**src/rtl/mc_exe_control.sv**
```systemverilog
`default_nettype none
// ============================================================================
// mc_exe_control : multi-cycle control FSM sequencing the EXE-stage datapath
// Optional macro MC_EXE_BNE_EN adds bne (000101).          Rev 1.0
// ============================================================================
module mc_exe_control #(
  parameter int MEM_TIMEOUT = 15,
  parameter int OP_W        = 6
) (
  input  logic            clk,
  input  logic            rst_n,
  input  logic [OP_W-1:0] opcode,
  input  logic [OP_W-1:0] funct,
  input  logic            Zero_signal,
  input  logic            mem_ready,
  output logic [3:0]      ALU_operation,
  output logic            alu_src_b,
  output logic            pc_write,
  output logic [1:0]      pc_src,
  output logic            ir_write,
  output logic            mem_read,
  output logic            mem_write,
  output logic            mem_addr_sel,
  output logic            reg_write,
  output logic            reg_dst,
  output logic            mem_to_reg,
  output logic            instr_done,
  output logic            trap,
  output logic [1:0]      trap_cause
);

  localparam int CNT_W    = (MEM_TIMEOUT > 1) ? $clog2(MEM_TIMEOUT) : 1;
  localparam int TMO_LAST = (MEM_TIMEOUT > 0) ? MEM_TIMEOUT - 1 : 0;
  localparam logic [CNT_W-1:0] CNT_LAST = CNT_W'(TMO_LAST);

  localparam logic [OP_W-1:0] OP_RTYPE = OP_W'(6'b000000);
  localparam logic [OP_W-1:0] OP_LW    = OP_W'(6'b100011);
  localparam logic [OP_W-1:0] OP_SW    = OP_W'(6'b101011);
  localparam logic [OP_W-1:0] OP_ADDI  = OP_W'(6'b001000);
  localparam logic [OP_W-1:0] OP_BEQ   = OP_W'(6'b000100);
  localparam logic [OP_W-1:0] OP_J     = OP_W'(6'b000010);
`ifdef MC_EXE_BNE_EN
  localparam logic [OP_W-1:0] OP_BNE   = OP_W'(6'b000101);
`endif

  localparam logic [OP_W-1:0] F_AND = OP_W'(6'b100100);
  localparam logic [OP_W-1:0] F_OR  = OP_W'(6'b100101);
  localparam logic [OP_W-1:0] F_ADD = OP_W'(6'b100000);
  localparam logic [OP_W-1:0] F_SUB = OP_W'(6'b100010);
  localparam logic [OP_W-1:0] F_SLT = OP_W'(6'b101010);

  localparam logic [3:0] ALU_AND = 4'b0000;
  localparam logic [3:0] ALU_OR  = 4'b0001;
  localparam logic [3:0] ALU_ADD = 4'b0010;
  localparam logic [3:0] ALU_SUB = 4'b0110;
  localparam logic [3:0] ALU_SLT = 4'b0111;

  localparam logic [1:0] CAUSE_ILL = 2'b01;
  localparam logic [1:0] CAUSE_TMO = 2'b10;

  typedef enum logic [3:0] {
    IDLE, FETCH, DECODE, EXEC_R, WB_R, EXEC_I, WB_I, ADDR,
    MEM_RD, WB_M, MEM_WR, BRANCH, BRANCH_NE, JUMP, TRAP
  } state_t;

  state_t           state_q, state_d;
  logic [CNT_W-1:0] cnt_q, cnt_d;
  logic [1:0]       cause_q, cause_d;
  logic [3:0]       alu_op_q, alu_op_d;
  logic [1:0]       pc_src_q, pc_src_d;
  logic             alu_src_b_q, alu_src_b_d;
  logic             pc_write_q, pc_write_d;
  logic             mem_read_q, mem_read_d;
  logic             mem_write_q, mem_write_d;
  logic             addr_sel_q, addr_sel_d;
  logic             reg_write_q, reg_write_d;
  logic             reg_dst_q, reg_dst_d;
  logic             mem_to_reg_q, mem_to_reg_d;
  logic             done_q, done_d;
  logic             trap_q, trap_d;

  logic       funct_ok;
  logic [3:0] funct_op;
  logic       in_mem;
  logic       tmo_hit;
  logic       fetch_go;
  logic       br_take;

  always_comb begin
    funct_ok = 1'b1;
    funct_op = ALU_AND;
    case (funct)
      F_AND:   funct_op = ALU_AND;
      F_OR:    funct_op = ALU_OR;
      F_ADD:   funct_op = ALU_ADD;
      F_SUB:   funct_op = ALU_SUB;
      F_SLT:   funct_op = ALU_SLT;
      default: funct_ok = 1'b0;
    endcase
  end

  assign in_mem  = (state_q == FETCH) || (state_q == MEM_RD) || (state_q == MEM_WR);
  // Fires on the last allowed wait cycle; a ready in that same cycle still wins.
  assign tmo_hit = (MEM_TIMEOUT != 0) && (cnt_q == CNT_LAST) && !mem_ready;

  always_comb begin
    state_d = state_q;
    cause_d = cause_q;
    case (state_q)
      IDLE:   state_d = FETCH;
      FETCH: begin
        if (mem_ready)    state_d = DECODE;
        else if (tmo_hit) begin state_d = TRAP; cause_d = CAUSE_TMO; end
      end
      DECODE: begin
        if (opcode == OP_RTYPE)                         state_d = EXEC_R;
        else if ((opcode == OP_LW) || (opcode == OP_SW)) state_d = ADDR;
        else if (opcode == OP_ADDI)                     state_d = EXEC_I;
        else if (opcode == OP_BEQ)                      state_d = BRANCH;
        else if (opcode == OP_J)                        state_d = JUMP;
`ifdef MC_EXE_BNE_EN
        else if (opcode == OP_BNE)                      state_d = BRANCH_NE;
`endif
        else begin state_d = TRAP; cause_d = CAUSE_ILL; end
      end
      EXEC_R: begin
        if (funct_ok) state_d = WB_R;
        else begin state_d = TRAP; cause_d = CAUSE_ILL; end
      end
      EXEC_I: state_d = WB_I;
      ADDR:   state_d = (opcode == OP_LW) ? MEM_RD : MEM_WR;
      MEM_RD: begin
        if (mem_ready)    state_d = WB_M;
        else if (tmo_hit) begin state_d = TRAP; cause_d = CAUSE_TMO; end
      end
      MEM_WR: begin
        if (mem_ready)    state_d = FETCH;
        else if (tmo_hit) begin state_d = TRAP; cause_d = CAUSE_TMO; end
      end
      WB_R, WB_I, WB_M, BRANCH, BRANCH_NE, JUMP: state_d = FETCH;
      TRAP:    state_d = TRAP;
      default: state_d = IDLE;
    endcase

    if (state_d != state_q)                          cnt_d = '0;
    else if (in_mem && !mem_ready && MEM_TIMEOUT != 0) cnt_d = cnt_q + 1'b1;
    else                                             cnt_d = cnt_q;
  end

  // Moore controls are computed for the state being entered so they are flops.
  always_comb begin
    alu_op_d     = ALU_AND;
    alu_src_b_d  = 1'b0;
    pc_write_d   = 1'b0;
    pc_src_d     = 2'd0;
    mem_read_d   = 1'b0;
    mem_write_d  = 1'b0;
    addr_sel_d   = 1'b0;
    reg_write_d  = 1'b0;
    reg_dst_d    = 1'b0;
    mem_to_reg_d = 1'b0;
    done_d       = 1'b0;
    trap_d       = 1'b0;
    case (state_d)
      FETCH:  mem_read_d = 1'b1;
      EXEC_R: alu_op_d = funct_op;
      WB_R:   begin reg_write_d = 1'b1; reg_dst_d = 1'b1; done_d = 1'b1; end
      EXEC_I, ADDR: begin alu_op_d = ALU_ADD; alu_src_b_d = 1'b1; end
      WB_I:   begin reg_write_d = 1'b1; done_d = 1'b1; end
      MEM_RD: begin
        alu_op_d = ALU_ADD; alu_src_b_d = 1'b1; mem_read_d = 1'b1; addr_sel_d = 1'b1;
      end
      WB_M:   begin reg_write_d = 1'b1; mem_to_reg_d = 1'b1; done_d = 1'b1; end
      MEM_WR: begin
        alu_op_d = ALU_ADD; alu_src_b_d = 1'b1; mem_write_d = 1'b1; addr_sel_d = 1'b1;
      end
      BRANCH, BRANCH_NE: begin alu_op_d = ALU_SUB; pc_src_d = 2'd1; done_d = 1'b1; end
      JUMP:   begin pc_src_d = 2'd2; pc_write_d = 1'b1; done_d = 1'b1; end
      TRAP:   trap_d = 1'b1;
      default: ;
    endcase
  end

  always_ff @(posedge clk or negedge rst_n) begin
    if (!rst_n) begin
      state_q      <= IDLE;
      cnt_q        <= '0;
      cause_q      <= 2'b00;
      alu_op_q     <= ALU_AND;
      alu_src_b_q  <= 1'b0;
      pc_write_q   <= 1'b0;
      pc_src_q     <= 2'd0;
      mem_read_q   <= 1'b0;
      mem_write_q  <= 1'b0;
      addr_sel_q   <= 1'b0;
      reg_write_q  <= 1'b0;
      reg_dst_q    <= 1'b0;
      mem_to_reg_q <= 1'b0;
      done_q       <= 1'b0;
      trap_q       <= 1'b0;
    end else begin
      state_q      <= state_d;
      cnt_q        <= cnt_d;
      cause_q      <= cause_d;
      alu_op_q     <= alu_op_d;
      alu_src_b_q  <= alu_src_b_d;
      pc_write_q   <= pc_write_d;
      pc_src_q     <= pc_src_d;
      mem_read_q   <= mem_read_d;
      mem_write_q  <= mem_write_d;
      addr_sel_q   <= addr_sel_d;
      reg_write_q  <= reg_write_d;
      reg_dst_q    <= reg_dst_d;
      mem_to_reg_q <= mem_to_reg_d;
      done_q       <= done_d;
      trap_q       <= trap_d;
    end
  end

  assign fetch_go = (state_q == FETCH) && mem_ready;

  always_comb begin
    br_take = (state_q == BRANCH) && Zero_signal;
`ifdef MC_EXE_BNE_EN
    br_take = br_take || ((state_q == BRANCH_NE) && !Zero_signal);
`endif
  end

  assign ALU_operation = alu_op_q;
  assign alu_src_b     = alu_src_b_q;
  assign pc_write      = pc_write_q | fetch_go | br_take;
  assign pc_src        = pc_src_q;
  assign ir_write      = fetch_go;
  assign mem_read      = mem_read_q;
  assign mem_write     = mem_write_q;
  assign mem_addr_sel  = addr_sel_q;
  assign reg_write     = reg_write_q;
  assign reg_dst       = reg_dst_q;
  assign mem_to_reg    = mem_to_reg_q;
  assign instr_done    = done_q | ((state_q == MEM_WR) && mem_ready);
  assign trap          = trap_q;
  assign trap_cause    = cause_q;

endmodule
`default_nettype wire

```
**config.mk**
```make
export PLATFORM = sky130hd
export DESIGN_NAME = mc_exe_control
export DESIGN_NICKNAME = d
export VERILOG_FILES = /design/src/rtl/mc_exe_control.sv
export SDC_FILE = /design/constraint.sdc
export NUM_CORES = 1
export LEC_CHECK = 0
export ABC_AREA = 1
export BUFFER_PORTS_ARGS = -buffer_cell sky130_fd_sc_hd__buf_4
export CAP_MARGIN = 20
export CORE_UTILIZATION = 50
export CTS_CLUSTER_SIZE = 10
export DETAILED_ROUTE_END_ITERATION = 12
export PLACE_DENSITY = 0.84
export SKIP_LAST_GASP = 1
export SLEW_MARGIN = 10
export SYNTH_ARGS = -nofsm -noshare
export SYNTH_HDL_FRONTEND = slang
export SYNTH_SLANG_ARGS = --single-unit
```
**constraint.sdc**
```tcl
create_clock -name clk -period 5.1 [get_ports clk]
set_input_delay 0.765 -clock clk [delete_from_list [all_inputs] [get_ports clk]]
set_output_delay 0.765 -clock clk [all_outputs]
set_load 0.03 [all_outputs]
```
After elaboration in Yosys (flattened, before gate mapping)
Cells that the tools add are included.
{ "totals": {"reg_bits": 26, "in_bits": 16, "output_inout_bits": 19, "word_cells": 126} }
{ "classes": {"n_addsub": 1, "eq_ne": 47, "mux": 37, "bitwise_logic": 3, "n_reduce_logical": 23} }
{ "op_table": {"columns": ["op", "n"], "rows": [
  ["$eq 4x4->1 const B", 15],
  ["$eq 6x6->1 const B", 7],
  ["$mux 4", 10],
  ["$pmux 4 s9", 1],
  ["$eq 4x3->1 const B", 8],
  ["$mux 2", 10],
  ["$ne 2x2->1 const B", 7],
  ["$eq 4x2->1 const B", 3],
  ["$pmux 3 s4", 1],
  ["$pmux 4 s3", 1],
  ["$mux 1", 11],
  ["$reduce_and 9->1", 1],
  ["$eq 4x1->1 const B", 2],
  ["$reduce_or 7->1", 1],
  ["$eq 6x2->1 const B", 1],
  ["$eq 6x3->1 const B", 1],
  ["$eq 6x4->1 const B", 1],
  ["$logic_not 6->1", 1],
  ["$pmux 2 s3", 1],
  ["$reduce_or 2->1", 3],
  ["$reduce_or 3->1", 2],
  ["$reduce_or 6->1", 1],
  ["$logic_and 1x1->1", 5],
  ["$reduce_or 5->1", 1],
  ["12 further kinds", 16]
]} }

Depth between registers and ports, before layout
{ "depth": {"ltp_word": 10, "ltp_mapped": 15, "mapped_depth_nobuf": 15} }

Least setup slack after synthesis
No wires, ideal clock.
{ "synth_timing": {"kind": "input-to-output", "start": "in mem_ready", "end": "out pc_write", "t_arrival_ns": 1.544, "setup_slack_ns": 2.791, "stages": 2, "cell_sequence": "inv_1 -> o21ai_0"} }
{ "synth_via": {"elab_chain_len": 3} }
{ "synth_rtl": {"columns": ["element", "line_no", "text"], "rows": [
  ["start: declaration", "15", "input logic mem_ready,"],
  ["$logic_and 1x1->1", "220", "assign fetch_go = (state_q == FETCH) && mem_ready;"],
  ["$or 1x1->1 (2 in a row)", "231", "assign pc_write = pc_write_q | fetch_go | br_take;"],
  ["end: declaration", "18", "output logic pc_write,"]
]} }
Every way passes these cells.

Worst setup path after layout
{ "layout_timing": {"start": "reg state_q[2]", "end": "out pc_write"} }
{ "layout_via": {"elab_chain_len": 4, "word_cells_on_any_way": 6, "classes_between": "eq/ne: 2; bitwise: 2; reduce/logical: 2"} }
{ "layout_rtl": {"columns": ["element", "line_no", "text"], "rows": [
  ["start: declaration", "66", "state_t state_q, state_d;"],
  ["start signal: assignment", "202", "state_q <= state_d;"],
  ["$eq 4x1->1", "220", null],
  ["$logic_and 1x1->1", "220", null],
  ["$or 1x1->1", "231", null],
  ["$or 1x1->1 (*)", "231", null]
]} }
Mark *: on every way between the ends. The rest lies on a longest branch, timed or not.

==> impl_metrics.toml <==
[logic_synthesis]
netlist-cell-type-count = 24
synthMuxAreaShare_pct = 0
yosys_warnings = 0
synth_edf_count = 0
synth_xor_xnor_area_share_pct = 1.65
synthSimpleGateAreaFrac_pct = 42.2
synth_top_family_by_area = "simple AND/OR/NAND/NOR gates"
synth_cells = 224
syn_area_per_cell_um2 = 7.13
ys_async_sr_fraction_pct = 100
synthFlopType = "dfrtp_1"
mappedNetlistArea_um2 = 1600
synth_seq_cells = 25
ys_seq_area_share_pct = 39.2
synth_nets = 242
synth_compound_area_share_pct = 5.56
synthAdderAreaFrac_pct = 1.57

[die]
core.rowCount = 20
fp.dieW_um = 58.5
die_h_um = 58.5
die_area_um2 = 3420
core-area_um2 = 3050
io_pins = 35
initial_utilization_pct = 52.3

[timing]
rsz0062_at_grt = "false"
fin_skew_ns = 0.00118
setup_ws_ns = 2.80
fin_crit_sh_pct = 45.0
finalHoldViolCount = 0
fmax_mhz = 435
fin_crit_ns = 2.30
finalSetupTns_ns = 0
hold_ws_ns = 0.316
maxSlewViolCount = 0
finalSetupViolations = 0

[detailed_routing]
routed_wl_um = 3160
via_per_inst = 4.73
vias = 1438
first_pass_iters = 5
avgRoutedWirePerCell_um = 10.4
drc_errors = 0
drtIter0Drc = 68
drtAntennaViolNets = 0

[worst_setup_path]
arrival_ns = 1.53
worstPathMaxFanout = 6
startpoint_type = "flop"
r2r_start = "cnt_q[0]"
endpoint_kind = "output pin"
critPathLaunch = "state_q[2]"
crit_type = "flop to output pin"
critPathRequiredTime_ns = 4.34

[cts]
cts_sinks = 25
ctsResizeCount = 0
cts_tree = "built"
clk_path_buf_depth = 2
root_buffer = "clkbuf_4"
ctsHoldBuffers = 0
ctsHtreeMaxLevel = 1
cts_setup_buffers = 0
cts_buffers = 3
clock_latency_ns = 0.32
clk_pin_slew_ns = 0.15

[global_routing]
met3_usage_pct = 2.86
grt_usage_pct = 20.2
grt_pass1_vias = 1254
antenna_found_initial = 0
grt_max_degree = 26
top_usage_layer = "met2"
use_met2_pct = 33.5
grt_overflow = 0
grt_pass1_wl_um = 5300
grt_util_met1_pct = 28.4

[finish]
area_growth_pct = 20.4
diodes = 0
final_common_cell = "nand2_1"
drive_above_1_share_pct = 27.3
design_area_um2 = 1920
num-fill-cells = 294
post-route-util_pct = 63.0
finalNetCount = 279
most-common-layout-cells = "50 x nand2_1, 34 x inv_1, 33 x buf_4"

[min_path]
worstHoldPathType = "input port to asynchronous set/reset pin"

[status]
status = "finished clean"

[power_and_ir_drop]
sw_frac_of_total_pct = 52.8
comb_power_share_pct = 64.2
max-vdd-ir-drop_mv = 0.304
p_int_mw = 0.515
p_sw_mw = 0.575
clkPwrFrac_pct = 8.6
p_per_area_nw_per_um2 = 567
total_leakage_power_nw = 1.12
seqPwrFrac_pct = 27.2

[placement]
place_ws_ns = 2.93
io_buffers = 33
place_hpwl_um = 2480
gp_congestion = 0.918
postPlaceCellArea_um2 = 1890

[run]
cap_violations = 0
-- cell families after synthesis --
| kind of cell | Yosys count |
|---|---|
| flops | 25 |
| compound gates | 16 |
| other cells | 1 |
| xor+xnor | 3 |
| simple gates | 137 |
| fa+ha+maj | 2 |
| buf+inv | 40 |
-- per-layer routing --
metal / routed length, um / vias up / part of all wire, %
met5: 0 / - / 0
met4: 20 / 0 / 0.63
met3: 120 / 2 / 3.8
met2: 1510 / 38 / 48
met1: 1500 / 637 / 48
li1: - / 761 / -
-- final cells by class --
type	instances	area (um^2)	area share (%)
sequential	25	626	32.6
inverter	39	146	7.62
tap	44	55.1	2.86
clock inverter	1	7.51	0.391
clock buffer	3	22.5	1.17
timing repair buffer	33	248	12.9
multi-input combinational	159	817	42.5
-- synth_stat cells (3+ instances only) --
cell | count | area, um^2
nand2_1 | 50 | 188
dfrtp_1 | 25 | 626
inv_1 | 34 | 128
xor2_1 | 3 | 26.3
inv_2 | 5 | 18.8
nand4_1 | 3 | 18.8
nand3_1 | 22 | 110
nor2_1 | 32 | 120
nor2_2 | 10 | 62.6
nor2_4 | 4 | 45.0
nand2_2 | 10 | 62.6
o21ai_0 | 6 | 30.0
a21oi_1 | 5 | 25.0
-- critical path: stages (launching register included) --
cell	delay, ns
dfrtp_1	0.49
inv_1	0.10
nand2_1	0.10
nor2_1	0.05
a21oi_1	0.17
o21ai_0	0.12
buf_4	0.18
-- worst paths after layout --
kind	depth (start not counted)	slack, ns	end
worst min register to register	2	0.54	trap_cause[1]
worst min-delay path	1	0.32	trap_cause[1]
worst max register to register	14	3.27	done_q
min in group clk	2	0.54	trap_cause[1]
worst max-delay path	6	2.80	pc_write
max in group asynchronous	1	4.55	pc_src[0]
-- power by group through the flow --
stage | logic, mW | registers, mW | clock network [mW]
2_1_floorplan | 0.471 | 0.354 | 0
3_3_place_gp | 0.690 | 0.299 | 0
3_5_place_dp | 0.697 | 0.299 | 0
4_1_cts | 0.701 | 0.295 | 0.0949
5_1_grt | 0.782 | 0.301 | 0.103
6_report | 0.700 | 0.296 | 0.0933
-- through the flow --
step           total power, mW  std cells
6_report                  1.09        304
5_1_grt                   1.19        304
4_1_cts                   1.09        304
3_5_place_dp             0.996        300
3_3_place_gp             0.989        300
2_1_floorplan            0.826        224
(Power assumes the default switching activity.)
